==> src/rtl/pe_arb_pkg.sv <==
// Shared types and constants for the packet-level PE input arbiter.
package pe_arb_pkg;

  localparam int unsigned LEN_W   = 16;
  localparam int unsigned LEN_LSB = 0;
  localparam int unsigned LEN_MSB = LEN_LSB + LEN_W - 1;

  localparam logic SRC_A = 1'b0;
  localparam logic SRC_B = 1'b1;

  typedef enum logic [1:0] {
    StIdle,
    StHdr,
    StBody
  } arb_state_e;

endpackage

==> src/rtl/pe_rr_sel.sv <==
// Two-way round-robin pick; the pointer moves past the side that just completed a packet.
module pe_rr_sel
  import pe_arb_pkg::*;
(
  input  logic CLK,
  input  logic SYS_RST,
  input  logic req_a_i,
  input  logic req_b_i,
  input  logic done_i,
  input  logic done_src_i,
  output logic grant_o
);

  logic ptr_q;

  always_comb begin
    grant_o = SRC_A;
    if (req_a_i && req_b_i) begin
      grant_o = ptr_q;
    end else if (req_b_i) begin
      grant_o = SRC_B;
    end
  end

  always_ff @(posedge CLK) begin
    if (SYS_RST) begin
      ptr_q <= SRC_A;
    end else if (done_i) begin
      ptr_q <= ~done_src_i;
    end
  end

endmodule

==> src/rtl/pe_pkt_arb.sv <==
// Packet-level round-robin arbiter merging two header+payload streams onto one PE input.
module pe_pkt_arb #(
  parameter int unsigned DW    = 64,
  parameter int unsigned LEN_W = 16
) (
  input  logic          CLK,
  input  logic          SYS_RST,
  input  logic [DW-1:0] DA,
  input  logic          DA_VALID,
  output logic          DA_BP,
  input  logic [DW-1:0] DB,
  input  logic          DB_VALID,
  output logic          DB_BP,
  output logic [DW-1:0] Q,
  output logic          Q_VALID,
  input  logic          Q_BP,
  output logic          Q_SRC,
  output logic          Q_HDR,
  output logic          Q_LAST,
  output logic          BUSY,
  output logic [31:0]   PKT_CNT_A,
  output logic [31:0]   PKT_CNT_B
);
  import pe_arb_pkg::*;

  arb_state_e       state_q;
  logic             grant_q;
  logic [LEN_W-1:0] cnt_q;
  logic [31:0]      pkt_cnt_a_q, pkt_cnt_a_d;
  logic [31:0]      pkt_cnt_b_q, pkt_cnt_b_d;

  logic             busy;
  logic [DW-1:0]    d_sel;
  logic             v_sel;
  logic             xfer;
  logic             last;
  logic             done;
  logic             rr_pick;
  logic [LEN_W-1:0] hdr_len;

  pe_rr_sel u_rr (
    .CLK        (CLK),
    .SYS_RST    (SYS_RST),
    .req_a_i    (DA_VALID),
    .req_b_i    (DB_VALID),
    .done_i     (done),
    .done_src_i (grant_q),
    .grant_o    (rr_pick)
  );

  always_comb begin
    busy    = (state_q != StIdle);
    d_sel   = (grant_q == SRC_B) ? DB : DA;
    v_sel   = (grant_q == SRC_B) ? DB_VALID : DA_VALID;
    hdr_len = d_sel[LEN_LSB +: LEN_W];
    xfer    = busy && v_sel && !Q_BP;
    last    = ((state_q == StHdr) && (hdr_len == '0)) ||
              ((state_q == StBody) && (cnt_q == LEN_W'(1)));
    done    = xfer && last;

    Q       = busy ? d_sel : '0;
    Q_VALID = busy && v_sel;
    Q_SRC   = busy ? grant_q : SRC_A;
    Q_HDR   = (state_q == StHdr);
    Q_LAST  = last;
    BUSY    = busy;
    // Only the granted side ever sees the PE's backpressure; the other is held off.
    DA_BP   = (busy && grant_q == SRC_A) ? Q_BP : 1'b1;
    DB_BP   = (busy && grant_q == SRC_B) ? Q_BP : 1'b1;

    pkt_cnt_a_d = pkt_cnt_a_q;
    pkt_cnt_b_d = pkt_cnt_b_q;
    if (done && grant_q == SRC_A) pkt_cnt_a_d = pkt_cnt_a_q + 32'd1;
    if (done && grant_q == SRC_B) pkt_cnt_b_d = pkt_cnt_b_q + 32'd1;

    PKT_CNT_A = pkt_cnt_a_q;
    PKT_CNT_B = pkt_cnt_b_q;
  end

  always_ff @(posedge CLK) begin
    if (SYS_RST) begin
      state_q     <= StIdle;
      grant_q     <= SRC_A;
      cnt_q       <= '0;
      pkt_cnt_a_q <= '0;
      pkt_cnt_b_q <= '0;
    end else begin
      pkt_cnt_a_q <= pkt_cnt_a_d;
      pkt_cnt_b_q <= pkt_cnt_b_d;
      unique case (state_q)
        StIdle: begin
          if (DA_VALID || DB_VALID) begin
            grant_q <= rr_pick;
            state_q <= StHdr;
          end
        end
        StHdr: begin
          if (xfer) begin
            cnt_q   <= hdr_len;
            state_q <= (hdr_len == '0) ? StIdle : StBody;
          end
        end
        StBody: begin
          if (xfer) begin
            cnt_q <= cnt_q - LEN_W'(1);
            if (cnt_q == LEN_W'(1)) state_q <= StIdle;
          end
        end
        default: state_q <= StIdle;
      endcase
    end
  end

endmodule

==> config.mk <==
export PLATFORM = sky130hd
export DESIGN_NAME = pe_pkt_arb
export DESIGN_NICKNAME = d
export VERILOG_FILES = /design/src/rtl/pe_arb_pkg.sv /design/src/rtl/pe_rr_sel.sv /design/src/rtl/pe_pkt_arb.sv
export SDC_FILE = /design/constraint.sdc
export NUM_CORES = 1
export LEC_CHECK = 0
export ABC_AREA = 1
export CORE_MARGIN = 2
export CORE_UTILIZATION = 39
export DETAILED_ROUTE_END_ITERATION = 12
export GPL_ROUTABILITY_DRIVEN = 1
export PLACE_DENSITY = 0.78
export RECOVER_POWER = 25
export SLEW_MARGIN = 10
export SYNTH_ARGS = -nofsm -noshare
export SYNTH_HDL_FRONTEND = slang
export SYNTH_SLANG_ARGS = --single-unit
==> constraint.sdc <==
create_clock -name CLK -period 1.6 [get_ports CLK]
set_input_delay 0.32 -clock CLK [delete_from_list [all_inputs] [get_ports CLK]]
set_output_delay 0.32 -clock CLK [all_outputs]
set_load 0.05 [all_outputs]
==> PnR_summary.wiki, run 1 <==
{| class="wikitable"
! Metric !! Value
|-
| Via count of the first global-routing pass || 8986
|-
| Most frequent cells after synthesis || 362 x nand2_1, 148 x nor2_1, 95 x a21oi_1
|-
| Top Ports || 268
|-
| Setup slack of the worst register-to-register path || -630 ps
|-
| Antenna Nets Post-Route || 0
|-
| EDFF count, synth || 0
|-
| Minimum hold slack || 261 ps
|-
| HPWL after detailed placement || 21000 µm
|-
| Filler cells || 964
|-
| Number of warnings reported in the yosys synthesis log || 0
|-
| GR Util All Layers || 33.3%
|-
| Cells taking the most area after synthesis || dfxtp_1 27%, nand2_1 22%, nor2_1 8.9%
|-
| Internal power || 0.00657 W
|-
| Final std cell area, no fill || 0.0127 mm²
|-
| Clock group share of total power || 18.5%
|-
| Status || finished with violations
|-
| Switch Pwr || 0.00494 W
|-
| Quantity of I/O buffers inserted on ports || 267
|-
| Reg power frac || 19.0%
|-
| Drt via density || 5.74
|-
| Crit Path Category || reg -> reg
|-
| Sw Share || 42.9%
|-
| Final critical path time including I/O delays and setup || 2230 ps
|-
| Floorplan Core Area || 0.0158 mm²
|-
| Mean instance size in the synthesized netlist || 6.04 µm²
|-
| Die width || 131 µm
|-
| Worst reg-to-reg path cell count || 14
|-
| TritonCTS clock tree || done
|-
| Net count after synthesis || 1174
|-
| Share of flip-flops with an asynchronous set or reset after synthesis || 0%
|-
| Worst setup endpoint || PKT_CNT_B[24]
|-
| Peak supply drop || 0.000892 V
|-
| Unique masters post-synth || 28
|-
| Final hold vios || 0
|-
| Leakage || 5.18 nW
|-
| Layout Area Growth over Synthesis || 102%
|-
| Cell area after placement || 0.0118 mm²
|-
| Setup Total Neg Slack || -65490 ps
|-
| Worst max-slew margin expressed relative to the limit || 71.0%
|-
| Fin. max-slew vios || 0
|-
| Final weighted congestion in routability-driven placement || 0.987
|-
| Total area of multi-input combinational cells || 0.00465 mm²
|-
| Power density over cell area || 909 mW/mm²
|-
| Hold buffers post-CTS || 0
|-
| Aggregate global routing overflow || 0
|-
| Vias post-DR || 9582
|-
| Wire length reported by the detailed router || 31200 µm
|-
| Max Root-Sink Buffers || 2
|-
| Worst flop-to-flop path startpoint || grant_q
|-
| Share of final-layout standard cells stronger than drive strength 1 || 31.9%
|-
| Path class of the lowest-slack min-delay path || in -> reg
|-
| Beginning of the critical path || grant_q
|-
| Most frequently used flop master after synthesis || dfxtp_1
|-
| Total power || 0.0115 W
|-
| Library cell with the highest instance count after synthesis || nand2_1
|-
| Dominant cell type by area after synthesis || dfxtp_1
|-
| Post-layout util || 80.3%
|-
| Num CTS Buffers || 9
|-
| Cell chosen for the clock root || clkbuf_16
|-
| Share of total power in combinational logic || 62.6%
|-
| Site Rows || 46
|-
| Launching element type of the critical path || flip-flop
|-
| DR DRC count || 0
|-
| Die area || 0.0171 mm²
|-
| Setup repair after global routing missed its margin || yes
|-
| End of the worst register-to-register path || PKT_CNT_B[24]
|-
| Data arrival time at the worst-slack endpoint || 2460 ps
|-
| Clock latency on the worst-skew pair || 350 ps
|-
| Max frequency || 449 MHz
|-
| Detailed router's first-iteration violation count || 1261
|-
| Nature of the critical path endpoint || flip-flop
|-
| Final setup violation count || 151
|-
| Vertical die dimension || 131 µm
|-
| Worst setup slack after layout || -630 ps
|-
| Synthesis-stage register bit count || 84
|-
| Failing checks || negative setup slack
|-
| Pin count of the biggest net entering global routing || 48
|-
| Post-route clock period utilization || 139%
|-
| Layout Skew || 12.3 ps
|-
| Total inserted antenna cells || 0
|-
| Footprint of the flip-flops and latches || 0.00171 mm²
|-
| Clock transition at the registers of the reported paths || 70 ps
|-
| Initial standard-cell utilization of the core || 39.7%
|-
| Slew at the pin closest to its max-slew limit || 435 ps
|-
| First-pass GRT wire length || 45000 µm
|-
| Synthesized netlist cell count || 1037
|-
| Proportion of synthesized chip area in sequential cells || 26.8%
|-
| CP required || 1830 ps
|-
| Max cap viols || 0
|-
| Number of antenna violations at the first check in global routing || 0
|-
| Clock Sink Count || 84
|-
| Highest fanout seen on the critical path || 17
|-
| Drt wl/cell || 18.7 µm
|-
| Final #Nets || 1584
|-
| Area share of the largest cell type after synthesis || 26.8%
|-
| Pre-Repair DR Iteration Count || 6
|-
| Netlist area before placement || 0.00627 mm²
|-
| H-Tree Level Count || 3
|}
==> worst min path at each step <==
stage,startpoint,to,depth (start not counted)
detailed placement,cnt_q[5],cnt_q[5],2
global route,SYS_RST,cnt_q[3],2
finish,SYS_RST,cnt_q[3],2
floorplan,cnt_q[5],cnt_q[5],2
global placement,cnt_q[5],cnt_q[5],2
CTS,SYS_RST,cnt_q[4],2
==> per-stage QoR <==
step | setup slack, ps | std cells
2_1_floorplan | -167 | 1037
5_1_grt | -683 | 1668
3_3_place_gp | -608 | 1629
4_1_cts | -483 | 1659
3_5_place_dp | -757 | 1629
6_report | -630 | 1668
==> per-layer routing <==
layer	track usage (%)	wire (µm)	vias to the layer above
met1	37.9	10800	4413
met3	4.97	2650	206
met4	17.9	1990	0
met2	60.1	15800	665
met5	0	0	-
li1	-	-	4298
==> flip-flops by register name (all words and copies together), names as in the netlist <==
name,flops
PKT_CNT_A,32
PKT_CNT_B,32
cnt_q,16
grant_q,1
state_q,2
u_rr.ptr_q,1
==> cells by family after synthesis <==
kind of cell	share of synthesized area, %
and+or+nand+nor	43.0
AOI/OAI and AO/OA	17.1
buffers and inverters	7.64
DFF	26.8
xor gates and xnor gates	4.61
adders and majority gates	0.798
==> placed cells by master, fill, tap and decap left out, types with 3 or more instances in the layout <==
| cell | count |
|---|---|
| inv_8 | 3 |
| inv_1 | 42 |
| a21oi_4 | 5 |
| a22o_2 | 30 |
| nand3b_1 | 29 |
| o21ai_1 | 9 |
| nor2_2 | 10 |
| a22o_4 | 18 |
| nand2_1 | 332 |
| clkbuf_16 | 15 |
| nand2_2 | 24 |
| buf_12 | 129 |
| buf_4 | 149 |
| inv_2 | 4 |
| clkdlybuf4s50_1 | 131 |
| o211ai_1 | 4 |
| clkbuf_1 | 13 |
| buf_6 | 21 |
| nand4_1 | 68 |
| nor2_4 | 7 |
| dfxtp_2 | 5 |
| nor2_1 | 132 |
| xor2_1 | 25 |
| nor3_1 | 3 |
| inv_4 | 3 |
| xnor2_1 | 8 |
| dfxtp_1 | 74 |
| nand2_4 | 6 |
| a21oi_1 | 82 |
| o21ai_0 | 14 |
| ha_1 | 4 |
| clkbuf_2 | 5 |
| a21oi_2 | 8 |
| dfxtp_4 | 5 |
| nand3_1 | 14 |
==> critical path, stage by stage, from the launching register on <==
cell and delay, ps:
dfxtp_4 410, inv_8 90, nand2_2 120, nand2_2 90, nor2_2 150, nand2_1 90, nor2_2 140, nand3_2 110
nand2_4 80, buf_4 120, buf_12 140, nand3_4 140, clkbuf_16 230, nand2_1 60, a21oi_1 100
==> cell type report <==
class,instances,share of cell area (%)
inverters,51,1.71
repair inverters,3,0.207
clock buffers,13,1.90
repair buffers,453,43.5
multi-input cells,845,36.7
clock inverters,3,0.366
well taps,216,2.13
flip-flops and latches,84,13.5
==> power by group through the flow <==
stage	combinational, W	clock [W]	sequential [W]
after global placement	0.00663	0	0.00222
after CTS	0.00698	0.00211	0.00218
final	0.00720	0.00213	0.00218
after detailed placement	0.00671	0	0.00222
after floorplan	0.00361	0	0.00221
after global routing	0.00742	0.00221	0.00219
==> what timing repair did <==
item                                    in CTS  in global routing
cloned                                       4                  6
endpoints found under the hold margin        0                  0
gates resized for setup                     65                 33
setup buffers                               10                  3
pin swaps                                   12                 14
endpoints found under the setup margin     152                152
(Power assumes the default switching activity.)
==> inputs of run 2 (changes only) <==
- CORE_MARGIN: 2 -> 4
- CTS_CLUSTER_DIAMETER: default -> 50
- SLEW_MARGIN: 10 -> 20
==> PnR_summary.wiki, run 2 (synthesis gave the netlist of run 1 again) <==
{| class="wikitable"
! Metric !! Value
|-
| Post-route clock period utilization || 138% (was 139%)
|-
| Detailed router's first-iteration violation count || 889 (was 1261)
|-
| Top Ports || 268 (unchanged)
|-
| Slew at the pin closest to its max-slew limit || 423 ps (was 435 ps)
|-
| Data arrival time at the worst-slack endpoint || 1890 ps (was 2460 ps)
|-
| Site Rows || 46 (unchanged)
|-
| Leading cell type in the layout, fill and taps excluded || nand2_1 (unchanged)
|-
| Layout Area Growth over Synthesis || 103% (was 102%)
|-
| Die area || 0.0182 mm² (was 0.0171 mm²)
|-
| Floorplan Core Area || 0.0158 mm² (about the same)
|-
| Total power || 0.0116 W (was 0.0115 W)
|-
| Max Root-Sink Buffers || 2 (unchanged)
|-
| Final hold vios || 0 (unchanged)
|-
| Pre-Repair DR Iteration Count || 8 (was 6)
|-
| Worst setup slack after layout || -611 ps (was -630 ps)
|-
| Clock latency on the worst-skew pair || 350 ps (about the same)
|-
| Final std cell area, no fill || 0.0127 mm² (about the same)
|-
| Worst max-slew margin expressed relative to the limit || 71.8% (was 71.0%)
|-
| Clock group share of total power || 18.6% (was 18.5%)
|-
| H-Tree Level Count || 3 (unchanged)
|-
| Antenna Nets Post-Route || 0 (unchanged)
|-
| Max cap viols || 0 (unchanged)
|-
| Count of placed standard cells in the final layout, fillers left out || 1672 (was 1668)
|-
| Initial standard-cell utilization of the core || 39.6% (was 39.7%)
|-
| Path class of the lowest-slack min-delay path || in -> reg (unchanged)
|-
| Minimum hold slack || 342 ps (was 261 ps)
|-
| Wire length reported by the detailed router || 31300 µm (was 31200 µm)
|-
| Cell chosen for the clock root || clkbuf_16 (unchanged)
|-
| Sw Share || 43.0% (was 42.9%)
|-
| Leakage || 5.23 nW (was 5.18 nW)
|-
| Final #Nets || 1588 (was 1584)
|-
| GR Util All Layers || 32.1% (was 33.3%)
|-
| Launching element type of the critical path || flip-flop (unchanged)
|-
| HPWL after detailed placement || 22600 µm (was 21000 µm)
|-
| Pin count of the biggest net entering global routing || 56 (was 48)
|-
| Clock transition at the registers of the reported paths || 70 ps (about the same)
|-
| TritonCTS clock tree || done (unchanged)
|-
| DR DRC count || 0 (unchanged)
|-
| Number of cells in the design after placement || 1644 (was 1629)
|-
| Vertical die dimension || 135 µm (was 131 µm)
|-
| Final weighted congestion in routability-driven placement || 0.972 (was 0.987)
|-
| Final critical path time including I/O delays and setup || 2210 ps (was 2230 ps)
|-
| Max frequency || 452 MHz (was 449 MHz)
|-
| Status || finished with violations (unchanged)
|-
| Quantity of I/O buffers inserted on ports || 267 (unchanged)
|-
| Failing checks || negative setup slack (unchanged)
|-
| Clock Sink Count || 84 (unchanged)
|-
| Vias post-DR || 9397 (was 9582)
|-
| Peak supply drop || 0.000969 V (was 0.000892 V)
|-
| Fin. max-slew vios || 0 (unchanged)
|-
| Filler cells || 939 (was 964)
|-
| Aggregate global routing overflow || 0 (unchanged)
|-
| Nature of the critical path endpoint || output pin (was flip-flop)
|-
| Drt wl/cell || 18.7 µm (about the same)
|-
| Cell area after placement || 0.0119 mm² (was 0.0118 mm²)
|-
| Die width || 135 µm (was 131 µm)
|-
| Power density over cell area || 914 mW/mm² (was 909 mW/mm²)
|-
| Via count of the first global-routing pass || 9120 (was 8986)
|-
| Switch Pwr || 0.00501 W (was 0.00494 W)
|-
| Reg power frac || 18.8% (was 19.0%)
|-
| CP required || 1280 ps (was 1830 ps)
|-
| Share of total power in combinational logic || 62.6% (about the same)
|-
| Internal power || 0.00663 W (was 0.00657 W)
|-
| Num CTS Buffers || 9 (unchanged)
|-
| Crit Path Category || reg -> out (was reg -> reg)
|-
| Number of antenna violations at the first check in global routing || 0 (unchanged)
|-
| Setup repair after global routing missed its margin || yes (unchanged)
|-
| Drt via density || 5.62 (was 5.74)
|-
| Share of final-layout standard cells stronger than drive strength 1 || 33.5% (was 31.9%)
|-
| Final setup violation count || 152 (was 151)
|-
| Total inserted antenna cells || 0 (unchanged)
|-
| First-pass GRT wire length || 46700 µm (was 45000 µm)
|-
| Most frequent cells in the layout || 323 x nand2_1, 174 x buf_4, 131 x nor2_1, 131 x clkdlybuf4s50_1, 127 x buf_12 (was 332 x nand2_1, 149 x buf_4, 132 x nor2_1)
|-
| Layout Skew || 9.10 ps (was 12.3 ps)
|-
| Highest fanout seen on the critical path || 17 (unchanged)
|}
[run 2: metal layers]
layer	part of all wire [%]	track usage [%]
met1	34	34.0
met2	52	60.3
met5	0	0
met4	5.9	17.6
met3	7.7	5.25
[run 2: critical path: stages (launching register included)]
cell,delay (ps)
dfxtp_4,430
inv_8,100
nand2_1,110
nand2_1,120
nor2_1,160
nand2_1,80
nor2_2,120
nand3_2,110
nand2_4,90
buf_12,110
buf_12,120
[run 2: metrics by stage]
step	setup WS [ps]	setup TNS [ps]	util (%)
final	-611	-62180	80.6
after global routing	-651	-70660	80.6
after CTS	-503	-50480	79.4
after detailed placement	-626	-48440	75.2
after global placement	-563	-43880	75.2
after floorplan	-167	-14070	-
[run 2: repair_timing]
item,4_1_cts,5_1_grt
pin swaps,6,12
cloned,4,2
setup endpoints to repair,151,152
setup buffers,5,1
hold buffers,0,0
gates resized for setup,53,42
hold endpoints to repair,0,0
[run 2: power groups by stage]
stage | combinational, W | sequential, W | clock (W)
2_1_floorplan | 0.00361 | 0.00221 | 0
3_3_place_gp | 0.00668 | 0.00222 | 0
3_5_place_dp | 0.00675 | 0.00222 | 0
4_1_cts | 0.00705 | 0.00217 | 0.00216
5_1_grt | 0.00750 | 0.00219 | 0.00225
6_report | 0.00730 | 0.00219 | 0.00216
[run 2: worst paths after layout]
check / start / end / slack, ps / cells after the start
setup / recovery: grant_q / Q_LAST / -610 / 10
hold / removal: SYS_RST / cnt_q[13] / 340 / 2
setup reg to reg: grant_q / PKT_CNT_A[13] / -570 / 13
hold reg to reg: cnt_q[5] / cnt_q[5] / 490 / 2
[run 2: final cells by class]
cell class	instances	area (µm²)	share of cell area (%)
inverter	51	231	1.82
clock inverter	7	75.1	0.589
clock buffer	9	225	1.77
multi-input combinational	845	4660	36.6
timing repair buffer	460	5580	43.7
sequential	84	1710	13.4
tap	216	270	2.12
